==> config.mk <==
export PLATFORM = sky130hd
export DESIGN_NAME = scc_cmd_master
export DESIGN_NICKNAME = d
export VERILOG_FILES = /design/src/rtl/scc_pkg.sv /design/src/rtl/scc_cmd_fifo.sv /design/src/rtl/scc_cmd_master.sv
export SDC_FILE = /design/constraint.sdc
export NUM_CORES = 1
export LEC_CHECK = 0
export BUFFER_PORTS_ARGS = -buffer_cell sky130_fd_sc_hd__clkbuf_2
export CORE_ASPECT_RATIO = 1.25
export CORE_MARGIN = 5
export CORE_UTILIZATION = 40
export DETAILED_ROUTE_END_ITERATION = 12
export PLACE_DENSITY = 0.62
export SKIP_LAST_GASP = 1
export SLEW_MARGIN = 20
export SYNTH_ARGS = -nofsm -noshare
export SYNTH_HDL_FRONTEND = slang
export SYNTH_SLANG_ARGS = --single-unit
==> constraint.sdc <==
create_clock -name clk -period 4.8 [get_ports clk]
set_clock_uncertainty 0.2 [all_clocks]
set_input_delay 0.48 -clock clk [delete_from_list [all_inputs] [get_ports clk]]
set_output_delay 0.48 -clock clk [all_outputs]
set_load 0.05 [all_outputs]
==> src/rtl/scc_pkg.sv <==
// Shared types for the SCC command master: command word, FSM states, register map anchors.
package scc_pkg;

   typedef struct packed {
      logic       write;
      logic       cart;
      logic [7:0] addr;
      logic [7:0] data;
   } scc_cmd_t;

   typedef enum logic [1:0] {
      ST_IDLE,
      ST_SETUP,
      ST_ACTIVE,
      ST_RECOVER
   } scc_mst_state_t;

   localparam logic [7:0] SCC_WAVE_BASE = 8'h80;

endpackage

==> src/rtl/scc_cmd_fifo.sv <==
// Synchronous command FIFO, zero-latency head (pop_dat valid while !empty).
// Pushes while full are dropped; the caller gates on ~full.
module scc_cmd_fifo
   import scc_pkg::*;
#(
   parameter int DEPTH = 8
)(
   input  logic     clk,
   input  logic     reset,
   input  logic     push,
   input  scc_cmd_t push_dat,
   input  logic     pop,
   output scc_cmd_t pop_dat,
   output logic     full,
   output logic     empty
);
   localparam int AW = $clog2(DEPTH);

   scc_cmd_t      mem [DEPTH];
   logic [AW:0]   wr_ptr;
   logic [AW:0]   rd_ptr;
   logic          do_push;
   logic          do_pop;

   assign do_push = push & ~full;
   assign do_pop  = pop & ~empty;

   // Extra wrap bit tells full from empty when the index bits match.
   assign empty = (wr_ptr == rd_ptr);
   assign full  = (wr_ptr[AW-1:0] == rd_ptr[AW-1:0]) && (wr_ptr[AW] != rd_ptr[AW]);

   assign pop_dat = mem[rd_ptr[AW-1:0]];

   always_ff @(posedge clk or posedge reset) begin
      if (reset) begin
         wr_ptr <= '0;
         rd_ptr <= '0;
      end else begin
         if (do_push) wr_ptr <= wr_ptr + 1'b1;
         if (do_pop)  rd_ptr <= rd_ptr + 1'b1;
      end
   end

   always_ff @(posedge clk) begin
      if (do_push) mem[wr_ptr[AW-1:0]] <= push_dat;
   end

endmodule

==> src/rtl/scc_cmd_master.sv <==
// SCC bus initiator: each queued command becomes one clk_en-timed register cycle; cmd_ready = ~fifo_full.
// Read data return is built only with SCC_CMD_MASTER_READBACK_EN; otherwise reads are dropped at pop.
module scc_cmd_master
   import scc_pkg::*;
#(
   parameter int FIFO_DEPTH = 8,
   parameter int HOLD_TICKS = 2
)(
   input  logic       clk,
   input  logic       reset,
   input  logic       clk_en,
   input  logic       cmd_valid,
   output logic       cmd_ready,
   input  logic       cmd_write,
   input  logic       cmd_cart,
   input  logic [7:0] cmd_addr,
   input  logic [7:0] cmd_data,
   output logic       cs,
   output logic       cart_num,
   output logic       cpu_wr,
   output logic       cpu_mreq,
   output logic [7:0] cpu_addr,
   output logic [7:0] din,
   input  logic [7:0] scc_dout,
   output logic       rsp_valid,
   output logic [7:0] rsp_data,
   output logic       busy
);
`ifdef SCC_CMD_MASTER_READBACK_EN
   localparam bit READBACK = 1'b1;
`else
   localparam bit READBACK = 1'b0;
`endif

   scc_cmd_t       push_dat;
   scc_cmd_t       head;
   logic           full;
   logic           empty;
   logic           pop;
   logic           cmd_wr_q;
   logic [3:0]     tick_cnt;
   scc_mst_state_t state;

   assign push_dat  = '{write: cmd_write, cart: cmd_cart, addr: cmd_addr, data: cmd_data};
   assign cmd_ready = ~full;
   assign pop       = (state == ST_IDLE) && clk_en && !empty;
   assign busy      = (state != ST_IDLE) || !empty;

   scc_cmd_fifo #(.DEPTH(FIFO_DEPTH)) u_fifo (
      .clk      (clk),
      .reset    (reset),
      .push     (cmd_valid),
      .push_dat (push_dat),
      .pop      (pop),
      .pop_dat  (head),
      .full     (full),
      .empty    (empty)
   );

   // IDLE also waits for clk_en so a stalled clk_en freezes the queue head in the FIFO.
   always_ff @(posedge clk or posedge reset) begin
      if (reset) begin
         state     <= ST_IDLE;
         tick_cnt  <= '0;
         cmd_wr_q  <= 1'b0;
         cs        <= 1'b0;
         cpu_mreq  <= 1'b0;
         cpu_wr    <= 1'b0;
         cart_num  <= 1'b0;
         cpu_addr  <= '0;
         din       <= '0;
`ifdef SCC_CMD_MASTER_READBACK_EN
         rsp_valid <= 1'b0;
         rsp_data  <= '0;
`endif
      end else begin
`ifdef SCC_CMD_MASTER_READBACK_EN
         rsp_valid <= 1'b0;
`endif
         if (clk_en) begin
            case (state)
               ST_IDLE: begin
                  if (!empty && (head.write || READBACK)) begin
                     cmd_wr_q <= head.write;
                     cart_num <= head.cart;
                     cpu_addr <= head.addr;
                     din      <= head.data;
                     state    <= ST_SETUP;
                  end
               end
               ST_SETUP: begin
                  cs       <= 1'b1;
                  cpu_mreq <= 1'b1;
                  cpu_wr   <= cmd_wr_q;
                  tick_cnt <= 4'(HOLD_TICKS - 1);
                  state    <= ST_ACTIVE;
               end
               ST_ACTIVE: begin
                  if (tick_cnt == 4'd0) begin
                     cs       <= 1'b0;
                     cpu_mreq <= 1'b0;
                     cpu_wr   <= 1'b0;
                     state    <= ST_RECOVER;
`ifdef SCC_CMD_MASTER_READBACK_EN
                     if (!cmd_wr_q) begin
                        rsp_valid <= 1'b1;
                        rsp_data  <= scc_dout;
                     end
`endif
                  end else begin
                     tick_cnt <= tick_cnt - 4'd1;
                  end
               end
               ST_RECOVER: state <= ST_IDLE;
               default:    state <= ST_IDLE;
            endcase
         end
      end
   end

`ifndef SCC_CMD_MASTER_READBACK_EN
   logic unused_scc_dout;
   assign unused_scc_dout = ^scc_dout;
   assign rsp_valid       = 1'b0;
   assign rsp_data        = '0;
`endif

endmodule
==> impl_results.md, run 1 <==
- # diodes: 0
- Final Max Slew Viols: 0
- Max_cap viols: 0
- Maximum vdd drop: 252 uV
- Total track usage: 0.133
- Final nets: 469
- Clock sink count: 178
- Sequential-to-total area share from yosys stat: 0.727
- DRT Pass-1 Iters: 4
- Mapped Cells: 375
- CTS tree: done
- Clk pin slew, worst setup/hold paths: 0.07 ns
- Cts repair resizes: 0
- Synth warnings: 0
- Layout cell share with drive strength beyond 1: 0.333
- Die Height: 159 um
- Pwr Density: 633 nW/um2
- Most frequent cells after synthesis: 144 x edfxtp_1, 34 x dfrtp_1, 34 x mux4_2
- R2r setup slk: 1.76 ns
- Die Footprint: 20600 um2
- Clk_lat worst skew: 0.41 ns
- Syn_area_per_cell: 19.0 um2
- Largest net degree at the start of global routing: 39
- Synth area leaders: edfxtp_1 61%, dfrtp_1 12%, mux4_2 11%
- Drt drc: 0
- Wire length per cell: 19.3 um
- Row count: 54
- Leakage power: 0.00296 uW
- Antenna violations before repair: 0
- # placed instances: 635
- Max FO, Critical Path: 18
- Placed Instance Area: 7560 um2
- Vias in the first global route: 3634
- Post-synth EDFFs: 144
- CP arrival: 3.19 ns
- Global-route wire length before repair: 20400 um
- Final hold vios: 0
- Count leader, synth: edfxtp_1
- CTS buffer count: 17
- Status: complete, no violations
- FFs w/ async S/R, synth: 0.191
- Slew HR: 0.492
- CP endpoint kind: flip-flop
- Via Count: 3366
- Routed vias/inst: 5.04
- Peak Freq: 0.328 GHz
- Synth Flop Type: edfxtp_1
- Worst setup SP type: flip-flop
- Cell area after synthesis: 7120 um2
- Post-CTS Setup Inserts: 0
- Final setup fails: 0
- Routed WL: 12900 um
- Hold WS: 0.139 ns
- Clock Root Buffer: clkbuf_16
- Core Box Area: 17500 um2
- GPL Wtd Cong: 0.693
- PnR Total Power: 5160 uW
- Largest area contributor in the netlist: edfxtp_1
- CTS H-tree depth: 4
- Worst path required time: 4.94 ns
- CP Class: reg -> reg
- Worst Hold Class: in -> reg
- Antenna-violating nets left: 0
- Initial Utilization: 0.407
- Filler cells: 1460
- Clock Path Buffers: 2
- TNS Setup: 0 ns
- Register bit count reported by yosys: 178
- Final Non-Filler Cells: 668
- Fin crit share: 0.634
- Post-DP HPWL: 7660 um
- Worst slew pin tran: 0.761 ns
- # port buffers: 43
- Netlist cell types: 39
- Boundary Pins: 61
- Initial DRC count: 151
- Die span in x: 129 um
- Area growth syn-to-layout: 14.5%
- Design area: 8150 um2
- GRT overflow: 0
- Crit path time final: 3.04 ns
- Hold_buf cts: 1
- RSZ-0062 raised after global routing: no
- Top cell type's share of synthesized area: 0.607
## per-stage QoR
stage	setup slack, ns	util
global placement	1.72	0.432
floorplan	1.49	-
global route	1.48	0.466
finish	1.76	0.466
CTS	1.66	0.466
detailed placement	1.69	0.432
## area by class of cell
type                    instances  area (um2)  area share
clock inverters                15         155      0.0190
repair buffers                 57         323      0.0396
inverters                       7        26.3     0.00322
clock buffers                  17         425      0.0522
multi-input cells             170        1770       0.217
flip-flops and latches        178        5180       0.635
well taps                     224         280      0.0344
## sequential cells by signal (all words and copies together), names as in the netlist
register / cells
cpu_mreq: 1
u_fifo.mem: 144
state: 2
u_fifo.wr_ptr: 4
din: 8
u_fifo.rd_ptr: 4
cpu_addr: 8
cmd_wr_q: 1
cpu_wr: 1
tick_cnt: 4
cart_num: 1
## per-layer routing
| layer | vias up | part of all wire | global-route usage |
|---|---|---|---|
| li1 | 1558 | - | - |
| met1 | 1740 | 0.41 | 0.161 |
| met2 | 58 | 0.54 | 0.233 |
| met3 | 10 | 0.032 | 0.0262 |
| met4 | 0 | 0.013 | 0.0463 |
| met5 | - | 0 | 0 |
## where the power goes
part	total, uW	internal, uW	switching, uW
logic	1670	660	1010
clock network	1310	698	617
registers	2180	2000	178
total	5160	3360	1810
## final timing paths
kind / start / end / depth (start not counted)
worst max-delay path: u_fifo.rd_ptr[0]$_DFFE_PP0P_ / din[6]$_DFFE_PP0P_ / 6
worst min-delay path: cmd_addr[0] / u_fifo.mem[2][8]$_DFFE_PP_ / 1
worst max register to register: u_fifo.rd_ptr[0]$_DFFE_PP0P_ / din[6]$_DFFE_PP0P_ / 6
worst min register to register: cmd_wr_q$_DFFE_PP0P_ / cmd_wr_q$_DFFE_PP0P_ / 1
max in group asynchronous: reset / u_fifo.rd_ptr[0]$_DFFE_PP0P_ / 4
min in group asynchronous: reset / din[6]$_DFFE_PP0P_ / 4
## worst max-delay path: stages (launching register included)
cell and delay [ns]:
dfrtp_2 0.74, mux4_1 0.63, mux2i_1 0.18, or3_1 0.63, buf_4 0.40, nand2_1 0.11
o21ai_2 0.06
## cell families after synthesis
family,synth area share
flip-flops,0.727
multiplexers,0.148
AND/OR/NAND/NOR,0.0355
buffers and inverters,0.0309
AO/OA/AOI/OAI,0.0309
XOR/XNOR,0.0134
adder cells (fa/ha/maj),0.0141
other,0.000527
## placed cells by master (no fill, tap or decap), types with 9 or more instances in the layout
cell type | Yosys | layout
buf_4 | 10 | 13
clkbuf_16 | 0 | 17
clkbuf_2 | 0 | 43
conb_1 | 1 | 9
dfrtp_1 | 34 | 33
edfxtp_1 | 144 | 144
mux2i_1 | 19 | 19
mux4_2 | 34 | 34
nand2_1 | 26 | 26
o21ai_2 | 13 | 13
Power figures use the tool's default switching activity.
==> inputs of run 2 (changes only) <==
==> constraint.sdc (replaced) <==
create_clock -name clk -period 2.95 [get_ports clk]
set_clock_uncertainty 0.2 [all_clocks]
set_input_delay 0.295 -clock clk [delete_from_list [all_inputs] [get_ports clk]]
set_output_delay 0.295 -clock clk [all_outputs]
set_load 0.05 [all_outputs]
==> run 2 against run 1 <==
Effect of this change:
- count of clock-buffer cells in the layout increased by 1
- sequential power grew 59%
- first-iteration DRC count increased by 38%
- combinational power increased by 72%
- clock power grew 68%
- maximum frequency is 14% higher
- cell count up 3.4%
- sequential share of layout area shrank 1.7 points
- wire length up 3.2%
- highest routed layer unchanged
==> impl_results.md, run 2 (same netlist as run 1, synthesis figures left out) <==
- Maximum vdd drop: 461 uV
- Vias in the first global route: 3731
- Cell Int Power: 5630 uW
- Grt peak-use layer: met2
- # port buffers: 43
- Worst reg2reg endpoint: u_fifo.mem[7][8]$_DFFE_PP_
- Routed WL: 13300 um
- Clk pin slew, worst setup/hold paths: 0.07 ns
- Max FO, Critical Path: 11
- Wire length per cell: 19.3 um
- Comb power frac: 0.336
- Fin util: 0.479
- Filler cells: 1457
- Switching share of power: 0.341
- Area growth syn-to-layout: 17.7%
- Total track usage: 0.140
- Clock Root Buffer: clkbuf_16
- Worst Hold Class: in -> reg
- Die Footprint: 20600 um2
- # diodes: 0
- Initial Utilization: 0.407
- Met1 usage: 0.175
- WHS Endpoint: cpu_wr$_DFFE_PP0P_
- Pwr Density: 1020 nW/um2
- GRT overflow: 0
- Antenna-violating nets left: 0
- Die span in x: 129 um
- RSZ-0062 raised after global routing: no
- Worst r2r src: u_fifo.wr_ptr[0]$_DFFE_PP0P_
- CTS buffer count: 17
- Antenna violations before repair: 0
- CTS H-tree depth: 4
- Worst setup SP type: flip-flop
- CTS tree: done
- Global-route wire length before repair: 21200 um
- Final hold vios: 0
- R2r setup slk: 0.29 ns
- Max reg flops: 144
- Post-CTS Setup Inserts: 0
- Clock power frac: 0.258
- Peak Freq: 0.375 GHz
- Die Height: 159 um
- Max_cap viols: 0
- Final nets: 492
- Hold path cells: 4
- Status: complete, no violations
- Core Box Area: 17500 um2
- Via Count: 3504
- Area taken by multi-input logic gates: 1770 um2
- Register share of total power: 0.406
- Clock Path Buffers: 2
- Slew HR: 0.429
- Routed vias/inst: 5.07
- TNS Setup: 0 ns
- Min-Delay Startpoint: clk_en
- Initial DRC count: 208
- Worst path required time: 2.87 ns
- Commonest non-fill, non-tap cell in the layout: edfxtp_1
- Post-DP HPWL: 8020 um
- Worst slew pin tran: 0.856 ns
- Row count: 54
- GPL Wtd Cong: 0.710
- Grt met2 use: 0.235
- CP arrival: 2.59 ns
- Final setup fails: 0
- Boundary Pins: 61
- Clk_lat worst skew: 0.42 ns
- Largest net degree at the start of global routing: 39
- CP endpoint kind: flip-flop
- DRT Pass-1 Iters: 5
- Clock sink count: 178
- Leakage power: 0.00305 uW
- Reg2reg path depth: 5
- Layout cell share with drive strength beyond 1: 0.325
- FF/Latch Area: 5180 um2
- Final Max Slew Viols: 0
- Drt drc: 0
- Crit path time final: 2.66 ns
- Fin crit share: 0.903
- M3 GR Usage: 0.0322
- Most frequent cells in the layout: 144 x edfxtp_1, 43 x clkbuf_2, 34 x mux4_2
- CP Class: reg -> reg
- Net switching power: 2910 uW
[run 2: changes by cell type in the layout (fill, tap and decap cells not counted), moves of 2 or more]
cell           delta
dlygate4sd3_1    +19
buf_4             +4
inv_8             -4
clkinv_8          -2
bufinv_16         +2
[run 2: worst max path at each step]
stage	slack, ns	endpoint	start
3_5_place_dp	0.26	u_fifo.mem[7][1]$_DFFE_PP_	u_fifo.wr_ptr[0]$_DFFE_PP0P_
5_1_grt	0.15	u_fifo.mem[7][1]$_DFFE_PP_	u_fifo.wr_ptr[0]$_DFFE_PP0P_
3_3_place_gp	0.34	u_fifo.mem[6][1]$_DFFE_PP_	u_fifo.wr_ptr[0]$_DFFE_PP0P_
4_1_cts	0.24	u_fifo.mem[6][7]$_DFFE_PP_	u_fifo.wr_ptr[0]$_DFFE_PP0P_
2_1_floorplan	0.12	u_fifo.mem[2][0]$_DFFE_PP_	u_fifo.rd_ptr[0]$_DFFE_PP0P_
6_report	0.29	u_fifo.mem[7][8]$_DFFE_PP_	u_fifo.wr_ptr[0]$_DFFE_PP0P_
[run 2: metal layers]
layer / vias to the layer above / routed length [um]
li1: 1605 / -
met1: 1819 / 5690
met2: 59 / 6980
met3: 21 / 407
met4: 0 / 267
met5: - / 0
[run 2: final cells by class]
type	count	share of cell area
sequential	178	0.618
multi-input combinational	170	0.211
timing repair buffer	80	0.0648
clock buffer	18	0.0512
tap	224	0.0334
clock inverter	14	0.0184
inverter	7	0.00314
[run 2: worst max-delay path, stage by stage, from the launching register on]
cell     delay (ns)
dfrtp_1        0.54
xor2_2         0.22
or4_4          0.18
nand3_1        0.18
nor2_2         0.71
buf_4          0.33
[run 2: metrics by stage]
| stage | total power, uW | worst slack (ns) | area, um2 | std cells | hold WS (ns) |
|---|---|---|---|---|---|
| 5_1_grt | 8980 | 0.149 | 8380 | 691 | 0.0960 |
| 4_1_cts | 8660 | 0.244 | 8380 | 691 | 0.0522 |
| 2_1_floorplan | 5730 | 0.120 | 7160 | 383 | 0.194 |
| 3_5_place_dp | 6430 | 0.258 | 7600 | 639 | 0.270 |
| 3_3_place_gp | 6330 | 0.335 | 7600 | 639 | 0.260 |
| 6_report | 8540 | 0.285 | 8380 | 691 | 0.0782 |
[run 2: repair_timing]
| item | 4_1_cts | 5_1_grt |
|---|---|---|
| endpoints found under the hold margin | 166 | 0 |
| endpoints found under the setup margin | 0 | 0 |
| hold buffers | 20 | 0 |
| resized for setup | 0 | 0 |
[run 2: power groups by stage]
stage,clock [uW],combinational (uW),sequential [uW]
6_report,2200,2870,3460
5_1_grt,2360,3110,3510
4_1_cts,2250,2940,3470
3_5_place_dp,0,2910,3520
3_3_place_gp,0,2850,3480
2_1_floorplan,0,1880,3860
==> inputs of run 3 (changes only) <==
--- a/config.mk
+++ b/config.mk
@@ -10,7 +10,7 @@
 export CORE_MARGIN = 5
 export CORE_UTILIZATION = 40
 export DETAILED_ROUTE_END_ITERATION = 12
-export PLACE_DENSITY = 0.62
+export PLACE_DENSITY = 0.64
 export SKIP_LAST_GASP = 1
 export SLEW_MARGIN = 20
 export SYNTH_ARGS = -nofsm -noshare
==> constraint.sdc (replaced) <==
create_clock -name clk -period 2.3 [get_ports clk]
set_clock_uncertainty 0.2 [all_clocks]
set_input_delay 0 -clock clk [delete_from_list [all_inputs] [get_ports clk]]
set_output_delay 0 -clock clk [all_outputs]
set_load 0.05 [all_outputs]
==> run 3 against run 2 <==
Effect of this change:
- sequential share of layout area decreased by 2.1 points
- count of clock-buffer cells in the layout is 2 higher
- non-clock buffer count is 17 higher
- critical path depth is 2 higher
- worst hold slack worse by 0.050 ns
- global-route usage hardly changed
- design area increased by 3.6%
- register-to-register slack got worse by 0.22 ns
- cell count increased by 2.5%
- power grew 32%
- sequential cell count unchanged
- largest power group unchanged
- highest routed layer unchanged
==> impl_results.md, run 3 (same netlist as run 1, synthesis figures left out) <==
- TNS Setup: 0 ns
- Drt drc: 0
- Worst Hold Class: in -> async
- Boundary Pins: 61
- Clock Path Buffers: 2
- # placed instances: 645
- Die Height: 159 um
- Core Box Area: 17500 um2
- Grt peak-use layer: met2
- Row count: 54
- # port buffers: 43
- Final setup fails: 0
- Clock Root Buffer: clkbuf_16
- GRT overflow: 0
- Routed WL: 13600 um
- Maximum vdd drop: 722 uV
- Global-route wire length before repair: 21300 um
- Initial Utilization: 0.407
- Via Count: 3553
- CP Class: reg -> reg
- Leakage power: 0.00315 uW
- CP max-delay cell: or4_4
- Final hold vios: 0
- Clk pin slew, worst setup/hold paths: 0.06 ns
- Die span in x: 129 um
- Layout cell share with drive strength beyond 1: 0.360
- Pwr Density: 1300 nW/um2
- CTS H-tree depth: 4
- Antenna violations before repair: 0
- Antenna-violating nets left: 0
- RSZ-0062 raised after global routing: yes
- Placed Instance Area: 7770 um2
- Hold WS: 0.0280 ns
- Wire length per cell: 19.2 um
- Slew HR: 0.640
- GPL Wtd Cong: 0.715
- Design area: 8680 um2
- Final Max Slew Viols: 0
- Max_cap viols: 0
- DRT Pass-1 Iters: 4
- Max reg flops: 144
- Worst setup SP type: flip-flop
- Final nets: 509
- Met1 usage: 0.169
- Commonest non-fill, non-tap cell in the layout: edfxtp_1
- Critical Path Max Stage Delay: 0.57 ns
- Worst path required time: 2.28 ns
- Total track usage: 0.140
- Die Footprint: 20600 um2
- Clk_lat worst skew: 0.42 ns
- CP endpoint kind: flip-flop
- Most frequent cells in the layout: 144 x edfxtp_1, 43 x clkbuf_2, 34 x mux4_2
- Ordered list of cells on the worst path: xor2_2 -> or4_4 -> nand2_4 -> or2_4 -> buf_4 -> nor3_4 -> buf_12
- Max FO, Critical Path: 18
- Clock sink count: 178
- Fin crit share: 0.971
- Initial DRC count: 236
- Final Non-Filler Cells: 708
- Crit path time final: 2.23 ns
- Status: complete, no violations
- Grt met2 use: 0.237
- Largest net degree at the start of global routing: 39
- M3 GR Usage: 0.0389
- Post-DP HPWL: 7930 um
- R2r setup slk: 0.07 ns
- Routed vias/inst: 5.02
- CTS buffer count: 17
- # diodes: 0
- Worst slew pin tran: 0.534 ns
- Area growth syn-to-layout: 21.9%
- CP arrival: 2.21 ns
- Peak Freq: 0.448 GHz
- CTS tree: done
- Vias in the first global route: 3753
-- run 3: cell count changes in the layout (fill, tap and decap cells not counted), sizes merged --
cell	previous run	this run
bufinv	2	1
buf	17	33
clkbuf	61	63
dlygate4sd3	20	21
clkinvlp	1	5
clkinv	6	3
inv	12	10
-- run 3: routing by layer --
metal	vias up	part of all wire
li1	1648	-
met1	1821	0.40
met2	67	0.54
met3	17	0.049
met4	0	0.017
met5	-	0
-- run 3: where the power goes --
part / internal (uW) / switching [uW] / total, uW
clock network: 1490 / 1180 / 2670
registers: 4170 / 261 / 4430
logic: 1740 / 2400 / 4140
total: 7410 / 3840 / 11200
-- run 3: per-stage QoR --
step	total power (uW)	utilization	setup WS, ns
finish	11200	0.496	0.0673
floorplan	7450	-	-0.199
CTS	11300	0.487	0.0123
global route	11900	0.496	0.0000795
detailed placement	8550	0.444	-0.0349
global placement	8420	0.444	0.0487
-- run 3: what timing repair did --
| action | 4_1_cts | 5_1_grt |
|---|---|---|
| hold buffers | 21 | 0 |
| gates resized for setup | 1 | 4 |
| pin swaps | 0 | 5 |
| buffers inserted | 0 | 10 |
| setup endpoints to repair | 1 | 109 |
| hold endpoints to repair | 192 | 0 |
-- run 3: critical path, delay by kind of cell, from the launching register on --
kind | cells | cell delay (ns)
buffers and inverters | 2 | 0.30
xor gates and xnor gates | 1 | 0.19
DFF | 1 | 0.41
and+or+nand+nor | 4 | 0.88
-- run 3: final timing paths --
check | cells after the start | end | start
hold / removal | 4 | din[2]$_DFFE_PP0P_ | reset
setup reg to reg | 7 | u_fifo.mem[0][14]$_DFFE_PP_ | u_fifo.wr_ptr[0]$_DFFE_PP0P_
setup / recovery | 7 | u_fifo.mem[0][14]$_DFFE_PP_ | u_fifo.wr_ptr[0]$_DFFE_PP0P_
min in group clk | 2 | u_fifo.mem[4][8]$_DFFE_PP_ | cmd_addr[0]
hold reg to reg | 1 | cmd_wr_q$_DFFE_PP0P_ | cmd_wr_q$_DFFE_PP0P_
max in group asynchronous | 4 | u_fifo.wr_ptr[1]$_DFFE_PP0P_ | reset
-- run 3: final cells by class --
cell class	instances	area, um2
clock inverters	12	106
inverters	7	26.3
repair buffers	97	802
clock buffers	20	437
fillers	1432	8820
flip-flops and latches	178	5180
well taps	224	280
multi-input cells	170	1850
